$ cat src/rtl/cpu_stage_ctrl.sv
// Multi-cycle FETCH/DECODE/EXEC/MEM/WB sequencer for the RV32I core.
// Strobes are decoded from the registered state, so they clear as soon as rst asserts.
module cpu_stage_ctrl #(
    parameter int MEM_TIMEOUT = 255,
    parameter int CNT_W       = 32
) (
    input  logic             clk,
    input  logic             rst,
    input  logic             run,
    input  logic [6:0]       opcode,
    input  logic [2:0]       funct3,
    input  logic             zero,
    input  logic             less,
    input  logic             mem_ready,
    output logic             fetch_req,
    output logic             ir_we,
    output logic             alu_en,
    output logic             mem_rd,
    output logic             mem_wr,
    output logic             reg_we,
    output logic             pc_we,
    output logic [1:0]       pc_sel,
    output logic [2:0]       state,
    output logic [CNT_W-1:0] instr_cnt,
    output logic             fault
);
    typedef enum logic [2:0] {
        S_IDLE   = 3'd0,
        S_FETCH  = 3'd1,
        S_DECODE = 3'd2,
        S_EXEC   = 3'd3,
        S_MEM    = 3'd4,
        S_WB     = 3'd5,
        S_FAULT  = 3'd6
    } state_t;

    localparam logic [6:0] OP_R     = 7'b0110011;
    localparam logic [6:0] OP_I     = 7'b0010011;
    localparam logic [6:0] OP_LOAD  = 7'b0000011;
    localparam logic [6:0] OP_STORE = 7'b0100011;
    localparam logic [6:0] OP_BR    = 7'b1100011;
    localparam logic [6:0] OP_JAL   = 7'b1101111;
    localparam logic [6:0] OP_JALR  = 7'b1100111;
    localparam logic [6:0] OP_LUI   = 7'b0110111;
    localparam logic [6:0] OP_AUIPC = 7'b0010111;
    localparam logic [6:0] OP_ECALL = 7'b1110011;

    localparam int WW = (MEM_TIMEOUT > 1) ? $clog2(MEM_TIMEOUT) : 1;
    localparam logic [WW-1:0] TO_LAST = WW'(MEM_TIMEOUT - 1);

    state_t        st, st_nxt;
    logic [WW-1:0] wait_cnt;
    logic          is_load, is_store, is_branch, is_legal;
    logic          br_bad, taken, in_wait, timeout, retire, done_nxt;

    assign is_load   = (opcode == OP_LOAD);
    assign is_store  = (opcode == OP_STORE);
    assign is_branch = (opcode == OP_BR);
    assign is_legal  = (opcode == OP_R) || (opcode == OP_I) || is_load || is_store || is_branch ||
                       (opcode == OP_JAL) || (opcode == OP_JALR) || (opcode == OP_LUI) ||
                       (opcode == OP_AUIPC);
    assign br_bad    = is_branch && (funct3 == 3'b010 || funct3 == 3'b011);

    always_comb begin
        taken = 1'b0;
        case (funct3)
            3'b000:          taken = zero;
            3'b001:          taken = ~zero;
            3'b100, 3'b110:  taken = less;
            3'b101, 3'b111:  taken = ~less;
            default:         taken = 1'b0;
        endcase
    end

    // Wait counter only matters while a memory handshake is outstanding.
    assign in_wait  = (st == S_FETCH) || (st == S_MEM);
    assign timeout  = (MEM_TIMEOUT != 0) && in_wait && !mem_ready && (wait_cnt == TO_LAST);
    assign done_nxt = run;

    assign retire = ((st == S_EXEC) && is_branch && !br_bad) ||
                    ((st == S_MEM) && is_store && mem_ready) ||
                    (st == S_WB);

    always_comb begin
        st_nxt = st;
        case (st)
            S_IDLE:   if (run) st_nxt = S_FETCH;
            S_FETCH:  if (mem_ready) st_nxt = S_DECODE;
                      else if (timeout) st_nxt = S_FAULT;
            S_DECODE: if (is_legal) st_nxt = S_EXEC;
                      else if (opcode == OP_ECALL) st_nxt = S_IDLE;
                      else st_nxt = S_FAULT;
            S_EXEC:   if (is_load || is_store) st_nxt = S_MEM;
                      else if (is_branch) st_nxt = br_bad ? S_FAULT : (done_nxt ? S_FETCH : S_IDLE);
                      else st_nxt = S_WB;
            S_MEM:    if (mem_ready) st_nxt = is_store ? (done_nxt ? S_FETCH : S_IDLE) : S_WB;
                      else if (timeout) st_nxt = S_FAULT;
            S_WB:     st_nxt = done_nxt ? S_FETCH : S_IDLE;
            S_FAULT:  st_nxt = S_FAULT;
            default:  st_nxt = S_FAULT;
        endcase
    end

    always_ff @(posedge clk or posedge rst) begin
        if (rst) begin
            st        <= S_IDLE;
            wait_cnt  <= '0;
            instr_cnt <= '0;
        end else begin
            st        <= st_nxt;
            wait_cnt  <= (in_wait && !mem_ready) ? wait_cnt + 1'b1 : '0;
            if (retire) instr_cnt <= instr_cnt + 1'b1;
        end
    end

    assign fetch_req = (st == S_FETCH);
    assign ir_we     = (st == S_FETCH) && mem_ready;
    assign alu_en    = (st == S_EXEC);
    assign mem_rd    = (st == S_MEM) && is_load;
    assign mem_wr    = (st == S_MEM) && is_store;
    assign reg_we    = (st == S_WB);
    assign pc_we     = retire;

    always_comb begin
        pc_sel = 2'b00;
        if (st == S_EXEC && is_branch && taken) pc_sel = 2'b01;
        else if (st == S_WB && opcode == OP_JAL) pc_sel = 2'b01;
        else if (st == S_WB && opcode == OP_JALR) pc_sel = 2'b10;
    end

    assign state = st;
    assign fault = (st == S_FAULT);
endmodule

$ cat config.mk
export PLATFORM = sky130hd
export DESIGN_NAME = cpu_stage_ctrl
export DESIGN_NICKNAME = d
export VERILOG_FILES = /design/src/rtl/cpu_stage_ctrl.sv
export SDC_FILE = /design/constraint.sdc
export NUM_CORES = 1
export LEC_CHECK = 0
export CORE_UTILIZATION = 44
export DETAILED_ROUTE_END_ITERATION = 16
export GPL_TIMING_DRIVEN = 1
export PLACE_DENSITY = 0.76
export SLEW_MARGIN = 10
export SYNTH_ARGS = -nofsm -noshare
export SYNTH_HDL_FRONTEND = slang
export SYNTH_SLANG_ARGS = --single-unit
export TNS_END_PERCENT = 10
$ cat constraint.sdc
create_clock -name clk -period 1.9 [get_ports clk]
set_input_delay 0.285 -clock clk [delete_from_list [all_inputs] [get_ports clk]]
set_output_delay 0.285 -clock clk [all_outputs]
set_load 0.005 [all_outputs]
==> impl_metrics.prom <==
# TYPE chip_impl_metric gauge
chip_impl_metric{name="post_synth_instance_area",unit="µm²"} 2387
chip_impl_metric{name="portBuffers",unit=""} 60
chip_impl_metric{name="die_y",unit="µm"} 75.66
chip_impl_metric{name="timing.clock.skew",unit="ns"} 0.006077
chip_impl_metric{name="timing.final.crit_share",unit="%"} 101.3
chip_impl_info{name="timing.critical_path.slowest_stage_cell",value="dfrtp_1"} 1
chip_impl_info{name="worst_path_most_repeated_cell",value="buf_4"} 1
chip_impl_info{name="root_buffer",value="clkbuf_8"} 1
chip_impl_metric{name="area_growth_synth_to_finish",unit="%"} 49.11
chip_impl_metric{name="critPathMaxStageDelay",unit="ns"} 0.38
chip_impl_metric{name="total_power_consumption",unit="mW"} 2.913
chip_impl_metric{name="detailedRoute.firstPassIterationCount",unit=""} 4
chip_impl_metric{name="sequential_cell_area",unit="µm²"} 1079
chip_impl_metric{name="critical_path_arrival",unit="ns"} 1.64
chip_impl_metric{name="start_util",unit="%"} 46.15
chip_impl_metric{name="antenna_violations_before_repair",unit=""} 0
chip_impl_metric{name="num-fill-cells",unit=""} 378
chip_impl_metric{name="clock_tree.buffer_depth",unit=""} 2
chip_impl_metric{name="fin_nets",unit=""} 363
chip_impl_metric{name="grt_pass1_wl",unit="µm"} 9446
chip_impl_metric{name="critPathBufInv",unit=""} 3
chip_impl_metric{name="syn-instance-count",unit=""} 239
chip_impl_metric{name="cts_inserted_buffers",unit=""} 5
chip_impl_metric{name="diodes",unit=""} 0
chip_impl_metric{name="combinationalPowerShare",unit="%"} 37.2
chip_impl_info{name="worst_path_dominant_cell_family",value="buffers and inverters"} 1
chip_impl_metric{name="cts.sinks",unit=""} 43
chip_impl_metric{name="final-max-slew-violation-count",unit=""} 0
chip_impl_metric{name="yosys_register_bits",unit=""} 43
chip_impl_info{name="worstSetupStartpointType",value="flip-flop"} 1
chip_impl_metric{name="syn-mean-instance-area",unit="µm²"} 9.989
chip_impl_metric{name="place.detailed.instances",unit=""} 400
chip_impl_metric{name="hpwlAfterDp",unit="µm"} 4194
chip_impl_metric{name="ant_nets",unit=""} 0
chip_impl_metric{name="power.density",unit="nW/µm²"} 818.3
chip_impl_info{name="cp_cell_sequence",value="buf_4, and3b_2, a41oi_4, buf_4, nand2_2, buf_2"} 1
chip_impl_metric{name="synth-seq-area-share",unit="%"} 45.07
chip_impl_metric{name="synthArstFlopShare",unit="%"} 100.0
chip_impl_info{name="yosys.area.top_type",value="dfrtp_1"} 1
chip_impl_metric{name="later_pin_clock_latency_in_the_skew_report",unit="ns"} 0.30
chip_impl_metric{name="clk_pin_slew",unit="ns"} 0.08
chip_impl_info{name="violated_checks",value="negative setup slack"} 1
chip_impl_info{name="synth_common_cells",value="43 x dfrtp_1, 25 x xor2_1, 24 x nand2_1"} 1
chip_impl_metric{name="area_of_placed_instances",unit="µm²"} 3316
chip_impl_metric{name="fin_worst_hold_slack",unit="ns"} 0.4192
chip_impl_metric{name="leakage",unit="nW"} 1.751
chip_impl_metric{name="routedWlPerCell",unit="µm"} 14.70
chip_impl_metric{name="detailedRoute.firstIterationViolations",unit=""} 106
chip_impl_metric{name="post-route-drc-count",unit=""} 0
chip_impl_metric{name="critical_path.max_fanout",unit=""} 3
chip_impl_metric{name="vias_in_the_first_global_route",unit=""} 2007
chip_impl_metric{name="post-route-cell-area",unit="µm²"} 3560
chip_impl_metric{name="synth_enable_flop_cells",unit=""} 0
chip_impl_info{name="hp-class",value="in -> async"} 1
chip_impl_metric{name="synth_warnings",unit=""} 0
chip_impl_metric{name="drive_gt1_share",unit="%"} 24.93
chip_impl_metric{name="yosysTopAreaCellShare",unit="%"} 45.07
chip_impl_metric{name="max-cap-violations",unit=""} 0
chip_impl_metric{name="timing.final.ws_setup",unit="ns"} -0.02541
chip_impl_metric{name="timing.slew.headroom",unit="%"} 58.52
chip_impl_metric{name="row_count",unit=""} 26
chip_impl_info{name="yosys_most_used_dff",value="dfrtp_1"} 1
chip_impl_info{name="cp-end-kind",value="primary output"} 1
chip_impl_metric{name="top_level_ports",unit=""} 61
chip_impl_metric{name="multi_input_gate_area_in_the_final_layout",unit="µm²"} 1318
chip_impl_info{name="netlist_top_cells_area",value="dfrtp_1 45%, xor2_1 9.2%, xnor2_1 4.8%"} 1
chip_impl_metric{name="die_area",unit="µm²"} 5724
chip_impl_metric{name="grt.total_usage",unit="%"} 22.22
chip_impl_metric{name="power_dissipated_by_switching_net_loads",unit="mW"} 0.8995
chip_impl_metric{name="cts.hold.buffers_added",unit=""} 0
chip_impl_metric{name="dieWidth",unit="µm"} 75.66
chip_impl_metric{name="postRouteWirelength",unit="µm"} 6101
chip_impl_metric{name="fp.coreArea",unit="µm²"} 5172
chip_impl_metric{name="max_freq",unit="MHz"} 519.4
chip_impl_metric{name="setup-violations-final",unit=""} 3
chip_impl_metric{name="gp_congestion",unit=""} 0.8340
chip_impl_metric{name="timing_worst_slew_pin_value",unit="ns"} 0.6180
chip_impl_metric{name="finalWorstPathRequiredPeriod",unit="ns"} 1.925
chip_impl_info{name="run_status",value="finished, violations left"} 1
chip_impl_metric{name="synth.distinct_cells",unit=""} 45
chip_impl_metric{name="synth.net_count",unit=""} 258
chip_impl_metric{name="p_seq_share",unit="%"} 38.3
chip_impl_metric{name="vdd.ir_drop.worst",unit="V"} 0.0007003
chip_impl_metric{name="globalRoute.totalOverflow",unit=""} 0
chip_impl_metric{name="avgViaCountPerCell",unit=""} 5.311
chip_impl_info{name="unrepaired_setup_endpoints_after_global_routing",value="true"} 1
chip_impl_metric{name="final_hold_viol_count",unit=""} 0
chip_impl_metric{name="route.vias.total",unit=""} 2204
chip_impl_info{name="yosysMostFrequentCell",value="dfrtp_1"} 1
chip_impl_metric{name="clock_tree.htree_level_count",unit=""} 2
chip_impl_metric{name="power.share.clock",unit="%"} 24.5
chip_impl_metric{name="cellInternalPower",unit="mW"} 2.013
chip_impl_metric{name="largest_net_degree_at_the_start_of_global_routing",unit=""} 44
chip_impl_info{name="clock_tree_from_tritoncts",value="yes"} 1
chip_impl_metric{name="placement.setup.worst_slack",unit="ns"} -0.4830
chip_impl_metric{name="worstPathRequired",unit="ns"} 1.62
chip_impl_metric{name="swShare",unit="%"} 30.88
chip_impl_info{name="crit_type",value="reg -> out"} 1
chip_impl_metric{name="layoutNonFillerInstCount",unit=""} 415
## layout by cell type (no fill, tap or decap), drive strengths merged, types with 2 or more instances in the layout
| master | n |
|---|---|
| buf | 49 |
| clkdlybuf4s50 | 43 |
| dfrtp | 43 |
| xor2 | 25 |
| nand2 | 25 |
| nor2 | 23 |
| nand3 | 15 |
| xnor2 | 13 |
| nand4 | 11 |
| dlygate4sd2 | 10 |
| nor3 | 10 |
| inv | 9 |
| and4 | 8 |
| and3 | 7 |
| clkbuf | 6 |
| o21ai | 5 |
| nor4 | 4 |
| a31oi | 3 |
| ha | 3 |
| a41oi | 3 |
| and2b | 2 |
| and3b | 2 |
| nor3b | 2 |
| and2 | 2 |
| nor2b | 2 |
| a21oi | 2 |
| dlymetal6s2s | 2 |
| clkinv | 2 |
## sequential cells by signal, summed over array words and instances, names as in the netlist
signal and count:
instr_cnt 32, state 3, wait_cnt 8
## layer usage
| metal | global-route usage [%] | vias up | routed length [µm] | part of all wire (%) |
|---|---|---|---|---|
| met1 | 30.30 | 1051 | 2725 | 45 |
| met4 | 6.996 | 0 | 135 | 2.2 |
| met3 | 3.836 | 12 | 366 | 6.0 |
| met5 | 0 | - | 0 | 0 |
| li1 | - | 1046 | - | - |
| met2 | 36.31 | 95 | 2873 | 47 |
## layout make-up
type                    count  area share, %
clock buffers               5          1.933
multi-input cells         180          37.01
repair buffers            105          26.12
inverters                   9         0.9490
flip-flops and latches     43          30.30
well taps                  70          2.460
clock inverters             3          1.230
## what timing repair did
action                     4_1_cts  5_1_grt
pin swaps                        8       12
setup endpoints to repair       33       26
gates resized for setup         42       15
gates cloned                     0        0
setup buffers                    4        3
## power groups by stage
| stage | clock, mW | combinational (mW) | sequential (mW) |
|---|---|---|---|
| after floorplan | 0 | 0.454 | 1.13 |
| after global placement | 0 | 1.01 | 1.12 |
| after detailed placement | 0 | 1.02 | 1.13 |
| after CTS | 0.729 | 1.04 | 1.12 |
| after global routing | 0.763 | 1.17 | 1.13 |
| final | 0.713 | 1.08 | 1.12 |
## worst reg2reg max path: stages (launching register included)
cell and delay (ns):
dfrtp_2 0.45, nor3b_4 0.29, a41oi_4 0.18, a21boi_4 0.26, nand4_4 0.17, buf_12 0.17
and2b_1 0.20, xnor2_1 0.12
## per-stage QoR
stage / util [%] / setup TNS (ns)
floorplan: - / 0
global placement: 64.10 / -10.90
detailed placement: 64.10 / -12.58
CTS: 67.59 / -0.07069
global route: 68.82 / -1.271
finish: 68.82 / -0.05237
## cell families after synthesis
group                      Yosys count  share of synthesized area, %
DFF                                 43                         45.07
and+or+nand+nor                    118                         28.51
xor gates and xnor gates            38                         13.94
buffers and inverters               16                         3.302
adders and majority gates            3                         1.572
muxes                                2                        0.8910
AOI/OAI and AO/OA                   19                         6.709
## path summary, 6_finish.rpt
check | start | endpoint | slack, ns | depth (start not counted)
hold / removal | rst | state[2] | 0.42 | 3
setup / recovery | state[2] | pc_we | -0.03 | 6
hold reg to reg | instr_cnt[31] | instr_cnt[31] | 0.47 | 1
max in group asynchronous | rst | state[1] | 1.07 | 3
min in group clk | instr_cnt[31] | instr_cnt[31] | 0.47 | 1
setup reg to reg | state[1] | instr_cnt[29] | -0.02 | 7
(Power assumes the default switching activity.)
